===== src/rtl/seg_pkg.sv =====
// Character codes, segment patterns and scheduler state type shared by the
// 7-segment message scheduler and its decoder.
package seg_pkg;

  typedef logic [3:0] char_code_t;

  localparam char_code_t D0    = 4'd0;
  localparam char_code_t D1    = 4'd1;
  localparam char_code_t D2    = 4'd2;
  localparam char_code_t D3    = 4'd3;
  localparam char_code_t D4    = 4'd4;
  localparam char_code_t D5    = 4'd5;
  localparam char_code_t D6    = 4'd6;
  localparam char_code_t D7    = 4'd7;
  localparam char_code_t D8    = 4'd8;
  localparam char_code_t D9    = 4'd9;
  localparam char_code_t BLANK = 4'd10;
  localparam char_code_t CH_V  = 4'd11;
  localparam char_code_t CH_E  = 4'd12;
  localparam char_code_t CH_R  = 4'd13;
  localparam char_code_t DASH  = 4'd14;
  localparam char_code_t ERR   = 4'd15;

  typedef enum logic {IDLE, PLAY} sched_state_t;

  // Segment patterns: bit7 = dp, bits 6:0 = gfedcba
  localparam logic [7:0] SEG_D0    = 8'h3F;
  localparam logic [7:0] SEG_D1    = 8'h06;
  localparam logic [7:0] SEG_D2    = 8'h5B;
  localparam logic [7:0] SEG_D3    = 8'h4F;
  localparam logic [7:0] SEG_D4    = 8'h66;
  localparam logic [7:0] SEG_D5    = 8'h6D;
  localparam logic [7:0] SEG_D6    = 8'h7D;
  localparam logic [7:0] SEG_D7    = 8'h07;
  localparam logic [7:0] SEG_D8    = 8'h7F;
  localparam logic [7:0] SEG_D9    = 8'h6F;
  localparam logic [7:0] SEG_BLANK = 8'h00;
  localparam logic [7:0] SEG_V     = 8'h3E;
  localparam logic [7:0] SEG_E     = 8'h79;
  localparam logic [7:0] SEG_R     = 8'h50;
  localparam logic [7:0] SEG_DASH  = 8'h40;
  localparam logic [7:0] SEG_ERR   = 8'h80;

  // Character idx of a packed message; idx 0 sits in the top nibble.
  function automatic char_code_t msg_char(input logic [15:0] msg, input logic [1:0] idx);
    case (idx)
      2'd0:    return msg[15:12];
      2'd1:    return msg[11:8];
      2'd2:    return msg[7:4];
      default: return msg[3:0];
    endcase
  endfunction

endpackage


===== src/rtl/seg7_decode.sv =====
// Combinational character-code to 7-segment pattern decoder.
module seg7_decode
  import seg_pkg::*;
(
  input  char_code_t  char_code,
  output logic [7:0]  seg
);

  // NOTE: the default assignment before the case keeps every path driven,
  // so no latch is inferred even if a code is left out of the case.
  always_comb begin
    seg = SEG_ERR;
    case (char_code)
      D0:    seg = SEG_D0;
      D1:    seg = SEG_D1;
      D2:    seg = SEG_D2;
      D3:    seg = SEG_D3;
      D4:    seg = SEG_D4;
      D5:    seg = SEG_D5;
      D6:    seg = SEG_D6;
      D7:    seg = SEG_D7;
      D8:    seg = SEG_D8;
      D9:    seg = SEG_D9;
      BLANK: seg = SEG_BLANK;
      CH_V:  seg = SEG_V;
      CH_E:  seg = SEG_E;
      CH_R:  seg = SEG_R;
      DASH:  seg = SEG_DASH;
      default: seg = SEG_ERR;
    endcase
  end

endmodule


===== src/rtl/seg_msg_scheduler.sv =====
// Round-robin scheduler sharing one 7-segment digit between two 4-character
// message requesters: blank slot, then 4 characters, each held DWELL_CYCLES.
module seg_msg_scheduler
  import seg_pkg::*;
#(
  parameter int DWELL_CYCLES = 1000,
  parameter int CW           = $clog2(DWELL_CYCLES + 1)
) (
  input  logic        clk,
  input  logic        rst_n,
  input  logic [1:0]  req,
  input  logic [15:0] msg0,
  input  logic [15:0] msg1,
  output logic [1:0]  gnt,
  output logic        busy,
  output logic        msg_done,
  output char_code_t  char_code,
  output logic [7:0]  seg
);

  localparam logic [CW-1:0] RELOAD = CW'(DWELL_CYCLES - 1);

  sched_state_t  state;
  logic [2:0]    slot;
  logic [CW-1:0] cnt;
  logic [15:0]   snap;
  logic          last_served;

  logic          winner;
  logic          start;
  logic          abort_msg;
  logic          advance;
  logic          finish;
  char_code_t    char_next;
  logic [7:0]    seg_next;

  // Slot events are decoded once and shared by the FSM and the display path
  // so seg can be registered from the same next-code as char_code.
  always_comb begin
    winner    = (req == 2'b11) ? ~last_served : req[1];
    start     = (state == IDLE) && (req != 2'b00);
    abort_msg = (state == PLAY) && !req[gnt[1]];
    advance   = (state == PLAY) && !abort_msg && (cnt == '0) && (slot != 3'd4);
    finish    = (state == PLAY) && !abort_msg && (cnt == '0) && (slot == 3'd4);

    char_next = char_code;
    if (start)
      char_next = BLANK;
    else if ((state == IDLE) || abort_msg || finish)
      char_next = DASH;
    else if (advance)
      char_next = msg_char(snap, slot[1:0]);
  end

  seg7_decode u_decode (
    .char_code (char_next),
    .seg       (seg_next)
  );

  // NOTE: sequential state uses non-blocking assignments only, so every
  // register samples the pre-edge values regardless of statement order.
  always_ff @(posedge clk) begin
    if (!rst_n) begin
      // NOTE: snap is deliberately not reset; it is only read after a grant loads it.
      state       <= IDLE;
      gnt         <= 2'b00;
      busy        <= 1'b0;
      msg_done    <= 1'b0;
      char_code   <= DASH;
      seg         <= SEG_DASH;
      last_served <= 1'b1;
      cnt         <= '0;
      slot        <= 3'd0;
    end else begin
      char_code <= char_next;
      seg       <= seg_next;
      msg_done  <= 1'b0;
      case (state)
        IDLE: begin
          if (start) begin
            state       <= PLAY;
            gnt         <= winner ? 2'b10 : 2'b01;
            busy        <= 1'b1;
            snap        <= winner ? msg1 : msg0;
            slot        <= 3'd0;
            cnt         <= RELOAD;
            last_served <= winner;
          end
        end
        PLAY: begin
          if (abort_msg || finish) begin
            state    <= IDLE;
            gnt      <= 2'b00;
            busy     <= 1'b0;
            msg_done <= finish;
          end else if (advance) begin
            slot <= slot + 3'd1;
            cnt  <= RELOAD;
          end else begin
            cnt <= cnt - 1'b1;
          end
        end
        default: state <= IDLE;
      endcase
    end
  end

endmodule


===== config.mk =====
export PLATFORM = sky130hd
export DESIGN_NAME = seg_msg_scheduler
export DESIGN_NICKNAME = d
export VERILOG_FILES = /design/src/rtl/seg_pkg.sv /design/src/rtl/seg7_decode.sv /design/src/rtl/seg_msg_scheduler.sv
export SDC_FILE = /design/constraint.sdc
export NUM_CORES = 1
export LEC_CHECK = 0
export CORE_MARGIN = 4
export CORE_UTILIZATION = 55
export DETAILED_ROUTE_END_ITERATION = 16
export GPL_TIMING_DRIVEN = 0
export PLACE_DENSITY = 0.84
export SYNTH_ARGS = -nofsm -noshare
export SYNTH_HDL_FRONTEND = slang
export SYNTH_SLANG_ARGS = --single-unit

===== constraint.sdc =====
create_clock -name clk -period 4.8 [get_ports clk]
set_input_delay 0.96 -clock clk [delete_from_list [all_inputs] [get_ports clk]]
set_output_delay 0.96 -clock clk [all_outputs]
set_load 0.05 [all_outputs]

[Word level (Yosys, flattened, before mapping)]
Memories as Yosys holds them, arrays and structs flattened. A register that Yosys moved wholly into a read port is not among the register bits.
Index checks and enable logic that the tools add are counted.
Word-level totals
  flip-flop bits (word level): 39
  ROM bits: 128
  bits of input ports: 36
  output and inout bits: 16
  logic and storage cells: 71
  memories: 1
Memory list
  (name not given): words 16, width 8, rd ports 1, clocked after Yosys merged registers in 1, wr ports 0, line seg7_decode.sv:13  | case (char_code)
Operators by class
  add/subtract/negate cells: 2
  magnitude comparators: 1
  equality and inequality tests: 9
  mux-type cells: 26
  bitwise gates (word level): 2
  reductions and logical operators: 21
Operators by type and width (number)
  $mux 10: 3
  $pmux 10 s2: 1
  $mux 16: 1
  $mux 4: 3
  $pmux 4 s3: 1
  $logic_not 10->1: 1
  $sub 10x1->10 const B: 1
  $mux 3: 3
  $reduce_and 3->1: 3
  $mux 1: 7
  $logic_and 1x1->1: 6
  $mux 2: 3
  $pmux 3 s2: 1
  $reduce_and 2->1: 3
  $eq 2x2->1 const B: 2
  $ne 2x1->1 const B: 2
  $ne 2x2->1 const B: 2
  $pmux 1 s2: 2
  $pmux 2 s2: 1
  $add 3x1->3 const B: 1
  $eq 3x3->1 const B: 1
  $logic_not 1->1: 3
  $logic_or 1x1->1: 3
  $ne 3x3->1 const B: 1
  other kinds (5): 6

[Longest topological paths before layout]
  word-level depth: 11
  mapped depth: 12
  depth with buffers taken out: 12

[By module]
A second synthesis with hierarchy kept.
Second synthesis, totals
  cell total of the unflattened synthesis: 250
  area, all modules: 2496.1 um2
Modules (own cells, without submodules)
  seg_msg_scheduler: times used 1, cells each 215, area an instance 2238.4 um2, seq. area each 1101.1 um2
  seg7_decode: times used 1, cells each 35, area an instance 257.7 um2, seq. area each 0.0 um2

[Least setup slack after synthesis]
Ideal clock, no wire load.
  kind: input to register
  start: in req[1]
  end: reg seg[0]
  library setup time: 0.122 ns
  data arrival time: 2.865 ns
  required time: 4.678 ns
  setup slack: 1.813 ns
  stages: 9
  buffers on the path: 0
  cell sequence: mux2_2 > and2_0 > and4_2 > o21ai_1 > ha_1 > inv_1 > a31oi_1 > a2111oi_0 > a311o_1
Between the ends
  longest elaborated chain between the ends: 11
  elaborated cells between the ends (all ways): 16
  classes of those cells: mux (5); reduce/logical (11)
RTL lines
  from (decl): line seg_msg_scheduler.sv:11  | input logic [1:0] req,
  $mux 1 (not written as such) (2 in a row): line seg_msg_scheduler.sv:42  | abort_msg = (state == PLAY) && !req[gnt[1]];
  $logic_not 1->1: line seg_msg_scheduler.sv:42
  $logic_and 1x1->1: line seg_msg_scheduler.sv:42
  $logic_not 1->1: line seg_msg_scheduler.sv:43, seg_msg_scheduler.sv:44
  $logic_and 1x1->1 (2 in a row): line seg_msg_scheduler.sv:43, seg_msg_scheduler.sv:44
  $logic_and 1x1->1, on equally long branches: line seg_msg_scheduler.sv:43, seg_msg_scheduler.sv:44
  $mux 4 or $logic_or 1x1->1 (tied branches): line seg_msg_scheduler.sv:51, seg_msg_scheduler.sv:49
  $mux 4: line seg_msg_scheduler.sv:49  | else if ((state == IDLE) || abort_msg || finish)
  $mux 4 (*): line seg_msg_scheduler.sv:47  | if (start)
  to (decl): line seg_msg_scheduler.sv:18  | output logic [7:0] seg
Every way passes the cells marked *; elsewhere a longest branch is shown, timed or not. The select of a mux whose other input is x is not followed.
A chain may end at the register's enable or synchronous reset.

[Worst setup path in the final report]
  start: in req[0]
  end: reg seg[0]
Between the ends
  longest elaborated chain between the ends: 11
  elaborated cells between the ends (all ways): 16
  classes of those cells: mux (5); reduce/logical (11)
RTL lines
  $mux 1 (not written as such) (2 in a row): line seg_msg_scheduler.sv:42
  $logic_not 1->1: line seg_msg_scheduler.sv:42
  $logic_and 1x1->1: line seg_msg_scheduler.sv:42
  $logic_not 1->1: line seg_msg_scheduler.sv:43, seg_msg_scheduler.sv:44
  $logic_and 1x1->1 (2 in a row): line seg_msg_scheduler.sv:43, seg_msg_scheduler.sv:44
  $logic_and 1x1->1, on equally long branches: line seg_msg_scheduler.sv:43, seg_msg_scheduler.sv:44
  $mux 4 or $logic_or 1x1->1 (tied branches): line seg_msg_scheduler.sv:51, seg_msg_scheduler.sv:49
  $mux 4: line seg_msg_scheduler.sv:49
  $mux 4 (*): line seg_msg_scheduler.sv:47
  net char_next[0]: line seg_msg_scheduler.sv:34  | char_code_t char_next;
The timed path passes the listed nets; every way through them passes the cells marked *. The select of a mux whose other input is x is not followed.

==> summary.md <==
| Metric | Value |
|---|---|
| Peak VDD IR | `about 0.20 mV` |
| Cell Rows | `24` |
| Critical path type | `in -> reg` |
| Worst-Skew Late Latency | `0.29 ns` |
| Sink Count | `47` |
| Inst Count DP | `about 330` |
| Synth Register Bits | `47` |
| Crit path DAT | `about 4 ns` |
| # Max-Cap Violations | `0` |
| DRT iter0 DRCs | `144` |
| Post-CTS resize count | `0` |
| Sequential area share after synthesis | `0.446` |
| Area leader, netlist | `dfxtp_1` |
| Rel. slew slack | `0.187` |
| Register area | `approximately 1100 um^2` |
| First-pass GRT wire length | `8.87 mm` |
| Vias post-DR | `between 2000 and 2500` |
| TritonCTS clock tree | `built` |
| Top cell type's share of synthesized area | `0.252` |
| Async set or reset register ratio after synthesis | `0` |
| Warnings from Yosys | `0` |
| Hold Vio Cnt, Final | `0` |
| Routed Antenna Nets | `0` |
| DRT Pass-1 Iters | `4` |
| Slew Limit Fails | `0` |
| Hold Crit Class | `reg -> reg` |
| Gpl congestion | `approximately 0.84` |
| Post-Layout Cell Count | `342` |
| Clk slew on worst S/H paths | `around 0.08 ns` |
| Vias in the first global route | `between 1500 and 2000` |
| Drt drc | `0` |
| Fin crit share | `0.786` |
| Core Region | `~4400 um^2` |
| TritonCTS buffer count | `5` |
| Critical Path Fanout Max | `9` |
| Area Growth Syn to Fin | `28.7%` |
| GRT Util Overall | `0.206` |
| Place WS | `roughly 0.92 ns` |
| Die Span Y | `between 70 and 80 um` |
| CP required | `5.03 ns` |
| Final Critical Period | `3.77 ns` |
| EDFF count, synth | `16` |
| Hold_buf cts | `0` |
| Initial Util | `0.567` |
| Post-CTS Setup Inserts | `0` |
| CP Launch Type | `primary input` |
| Pin count of the biggest net entering global routing | `17` |
| Worst setup EP type | `register` |
| Fmax | `265 MHz` |
| Maximum clock path buffer count | `2` |
| Multi-input logic area | `1280 um^2` |
| Setup tns final | `0 ns` |
| Slew @ Worst Pin | `1.21 ns` |
| Post-layout nets | `between 300 and 400` |
| Antenna cell count | `0` |
| Post-Syn Area | `around 2500 um^2` |
| Outcome | `complete, no violations` |
| H-tree Lvls | `2` |
| # port buffers | `51` |
| Dominant cells by area after synthesis | `dfxtp_1 (25%), edfxtp_1 (19%), mux2_2 (7.8%)` |
| Ratio of cells with drive above 1 in the final layout | `0.145` |
| Hpwl dp | `roughly 4 mm` |
| Top FF cell, synth | `dfxtp_1` |
| Filler instances | `about 280` |
| Synth Net Count | `279` |
| Die X | `roughly 75 um` |
| Final Worst Setup Slack | `between 1 and 1.5 ns` |
| Pleak | `1.15 nW` |
| DIE AREA | `approximately 5600 um^2` |
| Io pins | `52` |
| Post-route clock skew | `between 0.004 and 0.005 ns` |
| Final setup viols | `0` |
| Power density over cell area | `~310 nW/um^2` |
| Cell count after synthesis | `231` |
| Cell variety after synth | `63` |
| Initial antenna violation count | `0` |
| RSZ-0062 raised after global routing | `no` |
| Routed WL per cell | `15.8 um` |
| CTS root buf | `clkbuf_8` |
| Syn Area/Cell | `10.7 um^2` |
| Grt ovf | `0` |
| DR vias/cell | `just over 6` |
| WL final | `5.42 mm` |
[critical path: stages]
cell and delay [ns]:
clkdlybuf4s50_1 0.49, mux2_2 0.33, and2_0 0.31, and4_2 0.28
o21ai_1 0.58, inv_1 0.10, ha_1 0.26, a2111oi_0 0.49
a311o_1 0.20
[kinds of logic after synthesis]
| logic type | synth area share |
|---|---|
| AO/OA/AOI/OAI | 0.173 |
| XOR/XNOR | 0.0248 |
| buffers and inverters | 0.0355 |
| adder cells (fa/ha/maj) | 0.0609 |
| AND/OR/NAND/NOR | 0.173 |
| flip-flops | 0.446 |
| multiplexers | 0.0862 |
[cell usage after synthesis (all sizes together), types with 3 or more instances]
library cell / number
a31oi: 4
a211oi: 6
nand4: 6
nor3: 4
xnor2: 5
nand3: 4
dfxtp: 31
and3: 4
o21ai: 8
a21oi: 15
clkbuf: 6
nand2: 12
ha: 12
inv: 13
nor4: 7
nor2: 15
edfxtp: 16
a22oi: 3
mux2: 18
[worst paths after layout]
kind | start | to | slack (ns) | cells past startpoint
min reg2reg | busy$_SDFFE_PN0P_ | busy$_SDFFE_PN0P_ | 0.47 | 2
max | req[0] | seg[0]$_SDFF_PN0_ | 1.03 | 9
min | busy$_SDFFE_PN0P_ | busy$_SDFFE_PN0P_ | 0.47 | 2
max reg2reg | slot[0]$_SDFFE_PN0P_ | seg[0]$_SDFF_PN0_ | 1.45 | 10
[sequential cells by signal, summed over array words and instances, names as in the netlist]
name and count:
busy 1, char_code 4, cnt 10, gnt 2, last_served 1, msg_done 1, seg 8, slot 3
snap 16, state 1
[layout make-up]
type / count / share of cell area
Clock inverter: 2 / 0.0189
Sequential cell: 47 / 0.347
Inverter: 14 / 0.0181
Multi-Input combinational cell: 163 / 0.403
Clock buffer: 6 / 0.0229
Timing Repair Buffer: 51 / 0.161
Tap cell: 52 / 0.0205
Buffer: 7 / 0.00946
[report_power, final]
| group | switching (W) | leakage, nW | internal [W] | total (W) |
|---|---|---|---|---|
| clock network | 0.000124 | 0.0654 | 0.000208 | 0.000332 |
| logic | 0.000103 | 0.675 | 0.0000886 | 0.000191 |
| registers | 0.0000235 | 0.405 | 0.000441 | 0.000465 |
[stage by stage]
| step | util | total power [W] | instance area, um^2 | hold WS, ns |
|---|---|---|---|---|
| 4_1_cts | 0.729 | 0.000991 | 3180 | 0.467 |
| 3_5_place_dp | 0.699 | 0.000661 | 3040 | 0.456 |
| 6_report | 0.729 | 0.000988 | 3180 | 0.470 |
| 5_1_grt | 0.729 | 0.00103 | 3180 | 0.499 |
| 3_3_place_gp | 0.699 | 0.000656 | 3040 | 0.445 |
| 2_1_floorplan | - | 0.000595 | 2470 | 0.480 |
[metal layers]
layer / GRT usage / up-vias / wire length (um) / share of wire
met3: 0.0481 / 12 / 411 / 0.076
met2: 0.358 / 86 / 2720 / 0.50
met4: 0.0731 / 0 / 97 / 0.018
li1: - / 995 / - / -
met5: 0 / - / 0 / 0
met1: 0.249 / 973 / 2190 / 0.40
[placed cells by master, fill, tap and decap left out, types with 2 or more instances in the layout]
cell type	synthesis	routed
nor4_1	4	4
a311oi_1	2	2
a211oi_1	5	5
a22oi_1	3	3
nor4_2	2	2
edfxtp_1	16	16
nor2b_1	2	2
mux2_2	17	17
nand3_1	3	3
a22o_1	2	2
o21ai_0	4	4
nor2_1	15	15
o21ai_1	2	2
nand4_1	6	6
clkbuf_8	0	5
xnor2_1	5	5
bufinv_16	0	2
o2bb2ai_1	2	2
xor2_1	2	2
a21oi_1	15	15
and3_1	3	3
a31oi_1	4	4
o31ai_1	2	2
clkdlybuf4s50_1	0	51
nand2_1	12	12
o21ai_2	2	2
inv_1	13	13
dfxtp_1	31	31
clkbuf_1	6	7
or3_1	2	2
ha_1	12	12
nor3_1	3	3
(Power assumes the default switching activity.)
